$ cat config.mk
export PLATFORM = sky130hd
export DESIGN_NAME = ps2_keycode_decoder_flat
export DESIGN_NICKNAME = d
export VERILOG_FILES = /design/src/rtl/ps2_pkg.sv /design/src/rtl/ps2_keycode_decoder_if.sv /design/src/rtl/ps2_keycode_decoder_rx_frame.sv /design/src/rtl/ps2_keycode_decoder.sv /design/src/flat_wrapper.sv
export SDC_FILE = /design/constraint.sdc
export NUM_CORES = 1
export LEC_CHECK = 0
export ABC_AREA = 1
export CAP_MARGIN = 20
export CORE_ASPECT_RATIO = 0.75
export CORE_MARGIN = 2
export CORE_UTILIZATION = 50
export DETAILED_ROUTE_END_ITERATION = 7
export PLACE_DENSITY = 0.76
export SETUP_SLACK_MARGIN = 0.4
export SYNTH_ARGS = -nofsm -noshare
export SYNTH_HDL_FRONTEND = slang
export SYNTH_SLANG_ARGS = --single-unit
export TNS_END_PERCENT = 10
$ cat constraint.sdc
create_clock -name CLOCK_50 -period 2.3 [get_ports CLOCK_50]
set_input_delay 0.46 -clock CLOCK_50 [delete_from_list [all_inputs] [get_ports CLOCK_50]]
set_output_delay 0.46 -clock CLOCK_50 [all_outputs]
set_load 0.01 [all_outputs]
$ cat src/rtl/ps2_pkg.sv
// Shared constants and types for the PS/2 keyboard front end.
package ps2_pkg;

  localparam logic [7:0] PS2_BREAK = 8'hF0;
  localparam logic [7:0] PS2_EXT   = 8'hE0;

  localparam logic [7:0] KEY_W     = 8'h1D;
  localparam logic [7:0] KEY_A     = 8'h1C;
  localparam logic [7:0] KEY_S     = 8'h1B;
  localparam logic [7:0] KEY_D     = 8'h23;
  localparam logic [7:0] KEY_Q     = 8'h15;
  localparam logic [7:0] KEY_E     = 8'h24;
  localparam logic [7:0] KEY_LEFT  = 8'h6B;
  localparam logic [7:0] KEY_RIGHT = 8'h74;
  localparam logic [7:0] KEY_UP    = 8'h75;
  localparam logic [7:0] KEY_DOWN  = 8'h72;

  typedef enum logic [1:0] {
    RX_IDLE   = 2'd0,
    RX_DATA   = 2'd1,
    RX_PARITY = 2'd2,
    RX_STOP   = 2'd3
  } rx_state_t;

endpackage

$ cat src/rtl/ps2_keycode_decoder_if.sv
// Connector-side PS/2 lines plus the decoded key outputs and frame FSM state.
interface ps2_keycode_decoder_if;
  import ps2_pkg::*;

  logic       PS2_CLK;
  logic       PS2_DAT;
  logic [7:0] keycode;
  logic       ext;
  logic       key_valid;
  logic       frame_err;
  rx_state_t  rx_state;

  // key_valid and frame_err are single-cycle strobes with no back-pressure;
  // keycode/ext are levels that hold until the next accepted make or break.
  modport master (
    output PS2_CLK, PS2_DAT,
    input  keycode, ext, key_valid, frame_err, rx_state
  );

  modport slave (
    input  PS2_CLK, PS2_DAT,
    output keycode, ext, key_valid, frame_err, rx_state
  );

endinterface

$ cat src/rtl/ps2_keycode_decoder_rx_frame.sv
// PS/2 device-to-host receiver: synchronizers, clock glitch filter, frame FSM
// with odd-parity check and a mid-frame inactivity timeout.
module ps2_rx_frame
  import ps2_pkg::*;
#(
  parameter int FILTER_LEN     = 8,
  parameter int TIMEOUT_CYCLES = 50000
) (
  input  logic       clk,
  input  logic       rst,
  input  logic       ps2_clk,
  input  logic       ps2_dat,
  output logic [7:0] rx_byte,
  output logic       byte_valid,
  output logic       frame_err,
  output rx_state_t  state
);

  localparam int FW = $clog2(FILTER_LEN) + 1;
  localparam int TW = $clog2(TIMEOUT_CYCLES) + 1;
  localparam logic [FW-1:0] FILT_MAX = FW'(FILTER_LEN - 1);
  localparam logic [TW-1:0] TO_MAX   = TW'(TIMEOUT_CYCLES - 1);

  logic          clk_s1, clk_s2, dat_s1, dat_s2;
  logic          filt_clk, clk_fall;
  logic [FW-1:0] filt_cnt;
  logic [TW-1:0] timer;
  logic [2:0]    bit_cnt;
  logic [7:0]    shift;
  logic          par_ok;
  logic          timeout;
  logic          bv_next, err_next;
  rx_state_t     state_next;

  // Lines idle high, so the synchronizers and filter reset high to avoid a
  // phantom falling edge coming out of reset.
  always_ff @(posedge clk or posedge rst) begin
    if (rst) begin
      clk_s1   <= 1'b1;
      clk_s2   <= 1'b1;
      dat_s1   <= 1'b1;
      dat_s2   <= 1'b1;
      filt_clk <= 1'b1;
      filt_cnt <= '0;
      clk_fall <= 1'b0;
    end else begin
      clk_s1   <= ps2_clk;
      clk_s2   <= clk_s1;
      dat_s1   <= ps2_dat;
      dat_s2   <= dat_s1;
      clk_fall <= 1'b0;
      if (clk_s2 == filt_clk) begin
        filt_cnt <= '0;
      end else if (filt_cnt == FILT_MAX) begin
        filt_clk <= clk_s2;
        filt_cnt <= '0;
        clk_fall <= ~clk_s2;
      end else begin
        filt_cnt <= filt_cnt + 1'b1;
      end
    end
  end

  assign timeout = (state != RX_IDLE) && !clk_fall && (timer == TO_MAX);

  always_ff @(posedge clk or posedge rst) begin
    if (rst) begin
      state <= RX_IDLE;
    end else begin
      state <= state_next;
    end
  end

  always_comb begin
    state_next = state;
    bv_next    = 1'b0;
    err_next   = 1'b0;
    if (timeout) begin
      state_next = RX_IDLE;
      err_next   = 1'b1;
    end else if (clk_fall) begin
      case (state)
        RX_IDLE: begin
          if (dat_s2) err_next = 1'b1;
          else        state_next = RX_DATA;
        end
        RX_DATA: begin
          if (bit_cnt == 3'd7) state_next = RX_PARITY;
        end
        RX_PARITY: state_next = RX_STOP;
        RX_STOP: begin
          state_next = RX_IDLE;
          if (dat_s2 && par_ok) bv_next  = 1'b1;
          else                  err_next = 1'b1;
        end
        default: state_next = RX_IDLE;
      endcase
    end
  end

  always_ff @(posedge clk or posedge rst) begin
    if (rst) begin
      timer      <= '0;
      bit_cnt    <= '0;
      shift      <= '0;
      par_ok     <= 1'b0;
      byte_valid <= 1'b0;
      frame_err  <= 1'b0;
    end else begin
      byte_valid <= bv_next;
      frame_err  <= err_next;
      if (clk_fall || state == RX_IDLE) timer <= '0;
      else                              timer <= timer + 1'b1;
      if (clk_fall) begin
        case (state)
          RX_IDLE:   bit_cnt <= '0;
          RX_DATA: begin
            shift   <= {dat_s2, shift[7:1]};
            bit_cnt <= bit_cnt + 1'b1;
          end
          RX_PARITY: par_ok <= ^{shift, dat_s2};
          default:   ;
        endcase
      end
    end
  end

  assign rx_byte = shift;

endmodule

$ cat src/rtl/ps2_keycode_decoder.sv
// PS/2 keyboard front end: turns make/break/extended scan-code bytes into a
// held-key level (keycode/ext) for the pose tracker.
module ps2_keycode_decoder
  import ps2_pkg::*;
#(
  parameter int FILTER_LEN     = 8,
  parameter int TIMEOUT_CYCLES = 50000
) (
  input logic              CLOCK_50,
  input logic              reset,
  ps2_keycode_decoder_if.slave bus
);

  logic [7:0] rx_byte;
  logic       byte_valid, rx_err;
  rx_state_t  rx_state;
  logic [7:0] key_q;
  logic       ext_q, kv_q, brk, ext_pend;

  ps2_rx_frame #(
    .FILTER_LEN     (FILTER_LEN),
    .TIMEOUT_CYCLES (TIMEOUT_CYCLES)
  ) u_rx (
    .clk        (CLOCK_50),
    .rst        (reset),
    .ps2_clk    (bus.PS2_CLK),
    .ps2_dat    (bus.PS2_DAT),
    .rx_byte    (rx_byte),
    .byte_valid (byte_valid),
    .frame_err  (rx_err),
    .state      (rx_state)
  );

  // Prefixes only arm the next byte; a break of anything other than the
  // held key is dropped, and a repeat of the held key is not a new press.
  always_ff @(posedge CLOCK_50 or posedge reset) begin
    if (reset) begin
      key_q    <= '0;
      ext_q    <= 1'b0;
      kv_q     <= 1'b0;
      brk      <= 1'b0;
      ext_pend <= 1'b0;
    end else begin
      kv_q <= 1'b0;
      if (rx_err) begin
        brk      <= 1'b0;
        ext_pend <= 1'b0;
      end else if (byte_valid) begin
        if (rx_byte == PS2_BREAK) begin
          brk <= 1'b1;
        end else if (rx_byte == PS2_EXT) begin
          ext_pend <= 1'b1;
        end else begin
          if (brk) begin
            if ({ext_pend, rx_byte} == {ext_q, key_q}) begin
              key_q <= '0;
              ext_q <= 1'b0;
            end
          end else if ({ext_pend, rx_byte} != {ext_q, key_q}) begin
            key_q <= rx_byte;
            ext_q <= ext_pend;
            kv_q  <= (rx_byte != 8'h00);
          end
          brk      <= 1'b0;
          ext_pend <= 1'b0;
        end
      end
    end
  end

  assign bus.keycode   = key_q;
  assign bus.ext       = ext_q;
  assign bus.key_valid = kv_q;
  assign bus.frame_err = rx_err;
  assign bus.rx_state  = rx_state;

endmodule
$ cat src/flat_wrapper.sv
// flat-port wrapper written by rule: the top's interface ports become plain ports
module ps2_keycode_decoder_flat import ps2_pkg::*;
#(
  parameter int FILTER_LEN     = 8,
  parameter int TIMEOUT_CYCLES = 50000
)
  (CLOCK_50, reset, bus_PS2_CLK, bus_PS2_DAT, bus_keycode, bus_ext, bus_key_valid, bus_frame_err, bus_rx_state);
  ps2_keycode_decoder_if bus_i ();
  input logic CLOCK_50;
  input logic reset;
  input wire logic [$bits(bus_i.PS2_CLK)-1:0] bus_PS2_CLK;
  input wire logic [$bits(bus_i.PS2_DAT)-1:0] bus_PS2_DAT;
  output wire logic [$bits(bus_i.keycode)-1:0] bus_keycode;
  output wire logic [$bits(bus_i.ext)-1:0] bus_ext;
  output wire logic [$bits(bus_i.key_valid)-1:0] bus_key_valid;
  output wire logic [$bits(bus_i.frame_err)-1:0] bus_frame_err;
  output wire logic [$bits(bus_i.rx_state)-1:0] bus_rx_state;
  assign bus_i.PS2_CLK = bus_PS2_CLK;
  assign bus_i.PS2_DAT = bus_PS2_DAT;
  assign bus_keycode = bus_i.keycode;
  assign bus_ext = bus_i.ext;
  assign bus_key_valid = bus_i.key_valid;
  assign bus_frame_err = bus_i.frame_err;
  assign bus_rx_state = bus_i.rx_state;
  ps2_keycode_decoder #(.FILTER_LEN(FILTER_LEN), .TIMEOUT_CYCLES(TIMEOUT_CYCLES)) u_core (.CLOCK_50(CLOCK_50), .reset(reset), .bus(bus_i));
endmodule
==> out/summary.txt <==
Mapped Area = 2890 sq um
Clock skew = 0.00512 ns
Worst IR drop on VDD = 0.437 mV
Initial antenna violation count = 0
Die X = 91.8 um
Max stage delay on crit path = 0.57 ns
Total track usage = 18.0%
Max Cap Viol = 0
Cells after Synth = 364
Worst Path Class, Setup = reg2out
Wirelength per Cell = 11.6 um
Crit path required time = 1.84 ns
CP delay by family, top = buffers and inverters
Fin crit period = 1.75 ns
CP Data Arrival Time = 1.29 ns
Worst rel slew slack = 69.0%
Slowest CP cell = clkdlybuf4s50_1
Clock latency on the worst-skew pair = 0.30 ns
Nature of the critical path startpoint = flip-flop
RSZ-0062 raised after global routing = no
CTS clk-pin slew, worst paths = 0.09 ns
Share of layout cells above drive strength 1 = 8.85%
Grt total ovfl = 0
Worst hold path class = reg2reg
Clock buffer depth = 2
Clock sinks = 55
Die Span Y = 69.8 um
Leak Pwr = 0.00152 uW
Fin crit share = 76.3%
Syn Area/Cell = 7.94 sq um
Pre-CTS WS = 0.598 ns
Final setup margin = 0.545 ns
Register area share after synthesis = 47.8%
Worst slew pin tran = 0.464 ns
Synth area leader = dfrtp_1
Final setup violation count = 0
Worst setup EP type = output pin
Largest net degree at the start of global routing = 56
Post-synth net total = 376
FF+latch count, synth = 55
Synth Flop Type = dfrtp_1
Fillers = 518
Number of global-route vias before repair = 2,023
H-tree depth = 2
GPL Wtd Cong = 0.898
First-pass GRT wire length = 9320 um
Status = completed
Final HPWL DP = 3890 um
Area Overhead vs Synth = 11.9%
DR iter-0 viols = 201
Total Routed Length = 5320 um
Post-DRT Antenna Nets = 0
Fin. Hold Viols = 0
Initial Utilization = 52.9%
Async SR Flop Fraction = 100%
Root buffer cell = clkbuf_8
Cell breakdown of the critical path = clkdlybuf4s50_1
YS warnings = 0
CTS tree = done
IO Port Bufs = 16
Core Area = 5470 sq um
Met3 track demand over resource = 3.80%
IO Pins = 17
Fin Setup TNS = 0 ns
Met2 usage = 25.8%
Nets = 395
Clock buffer count from CTS = 5
Crit Path Max Fanout = 5
Synth top area share = 43.3%
Routed vias/inst = 4.96
Buf/Inv on CP = 1
Antenna cell count = 0
Die Footprint = 6410 sq um
DR vias = 2,276
P per Cell Area = 544 nW/um^2
GR peak layer = met1
DRC = 0
Max Clock Freq = 570 MHz
Number of synthesized flops with an enable pin = 0
Top cells by area, synth = dfrtp_1 (43%), nand2_1 (14%), nand3_1 (6.1%)
Slew Limit Fails = 0
Yosys cell types = 31
Grt met1 use = 27.6%
TritonRoute pass-1 iters = 4
Placement row count = 23
[report_power, final]
part | internal [uW] | switching (uW)
Clock | 275 | 300
Sequential | 1010 | 25.3
Combinational | 62.3 | 87.5
[stage by stage]
stage / instance area [sq um] / hold WS [ns] / utilization, % / instances / total power [uW]
2_1_floorplan: 2890 / 0.345 / - / 364 / 1150
3_3_place_gp: 3110 / 0.346 / 57.0 / 449 / 1190
3_5_place_dp: 3110 / 0.347 / 57.0 / 449 / 1200
4_1_cts: 3210 / 0.361 / 58.8 / 457 / 1780
5_1_grt: 3230 / 0.365 / 59.2 / 459 / 1850
6_report: 3230 / 0.360 / 59.2 / 459 / 1760
[path summary, 6_finish.rpt]
path	depth (start not counted)	slack, ns	end	from
worst max-delay path	1	0.55	bus_rx_state[1]	u_core.u_rx.state[1]$_DFFE_PP0P_
worst min-delay path	0	0.36	u_core.u_rx.clk_s2$_DFF_PP1_	u_core.u_rx.clk_s1$_DFF_PP1_
worst max register to register	11	0.62	u_core.u_rx.state[1]$_DFFE_PP0P_	u_core.u_rx.state[0]$_DFFE_PP0P_
worst min register to register	0	0.36	u_core.u_rx.clk_s2$_DFF_PP1_	u_core.u_rx.clk_s1$_DFF_PP1_
max in group asynchronous	3	1.48	u_core.u_rx.clk_s1$_DFF_PP1_	reset
min in group asynchronous	3	0.51	u_core.bus.key_valid$_DFF_PP0_	reset
[layout by cell type (no fill, tap or decap), types with 3 or more instances in the layout]
cell type / Yosys / layout
xnor2_1: 9 / 9
clkbuf_8: 0 / 7
xor2_1: 3 / 3
dfstp_2: 5 / 5
buf_4: 0 / 3
nand4_1: 4 / 4
nand2_1: 107 / 107
dfrtp_1: 50 / 50
clkdlybuf4s50_1: 0 / 16
nor2_1: 35 / 35
nor2_2: 3 / 3
nand3_1: 35 / 34
a21oi_1: 11 / 11
nor2_4: 3 / 3
ha_1: 8 / 8
inv_1: 45 / 44
o21ai_0: 20 / 20
nor3_1: 3 / 3
[what timing repair did]
item / CTS / global route
resized for setup: 0 / 1
setup buffers: 0 / 2
endpoints found under the setup margin: 0 / 2
hold buffers: 0 / 0
[layer usage]
metal  routed length [um]  share of wire (%)
met1                 2720                 51
met2                 2210                 42
met3                  323                6.1
met4                   64                1.2
met5                    0                  0
[Yosys cell counts (all sizes together), types with 3 or more instances]
cell type and number:
nor2 41, xor2 3, nand3 36, inv 46, buf 6, nor3 4
o21ai 21, dfrtp 50, nand4 4, a21oi 11, ha 8, dfstp 5
nand2 110, xnor2 9
[cell families (layout without fill, tap and decap cells)]
family	count (synthesis)	count (layout)	share of synthesized area (%)
adders and majority gates	8	8	3.46
and+or+nand+nor	202	202	31.2
xor gates and xnor gates	12	12	3.64
DFF	55	55	47.8
buffers and inverters	54	74	7.96
AOI/OAI and AO/OA	33	33	5.93
[state kept, by name (all words and copies together) (netlist names)]
register and count:
u_core.u_rx.clk_fall 1, u_core.bus.key_valid 1, u_core.u_rx.rx_byte 8, u_core.bus.keycode 8, u_core.u_rx.dat_s2 1, u_core.u_rx.byte_valid 1
u_core.u_rx.filt_clk 1, u_core.u_rx.timer 17, u_core.u_rx.filt_cnt 4, u_core.brk 1, u_core.u_rx.state 2, u_core.u_rx.frame_err 1
u_core.u_rx.clk_s1 1, u_core.ext_pend 1, u_core.u_rx.bit_cnt 3, u_core.u_rx.dat_s1 1, u_core.u_rx.clk_s2 1, u_core.u_rx.par_ok 1
u_core.bus.ext 1
[layout make-up]
cell class	count	area [sq um]	area share (%)
sequential	55	1380	42.7
multi-input combinational	255	1280	39.7
timing repair buffer	20	203	6.27
inverter	46	173	5.34
clock buffer	8	100	3.09
tap	75	93.8	2.90
Note: power is estimated with default switching activity, not from simulation.
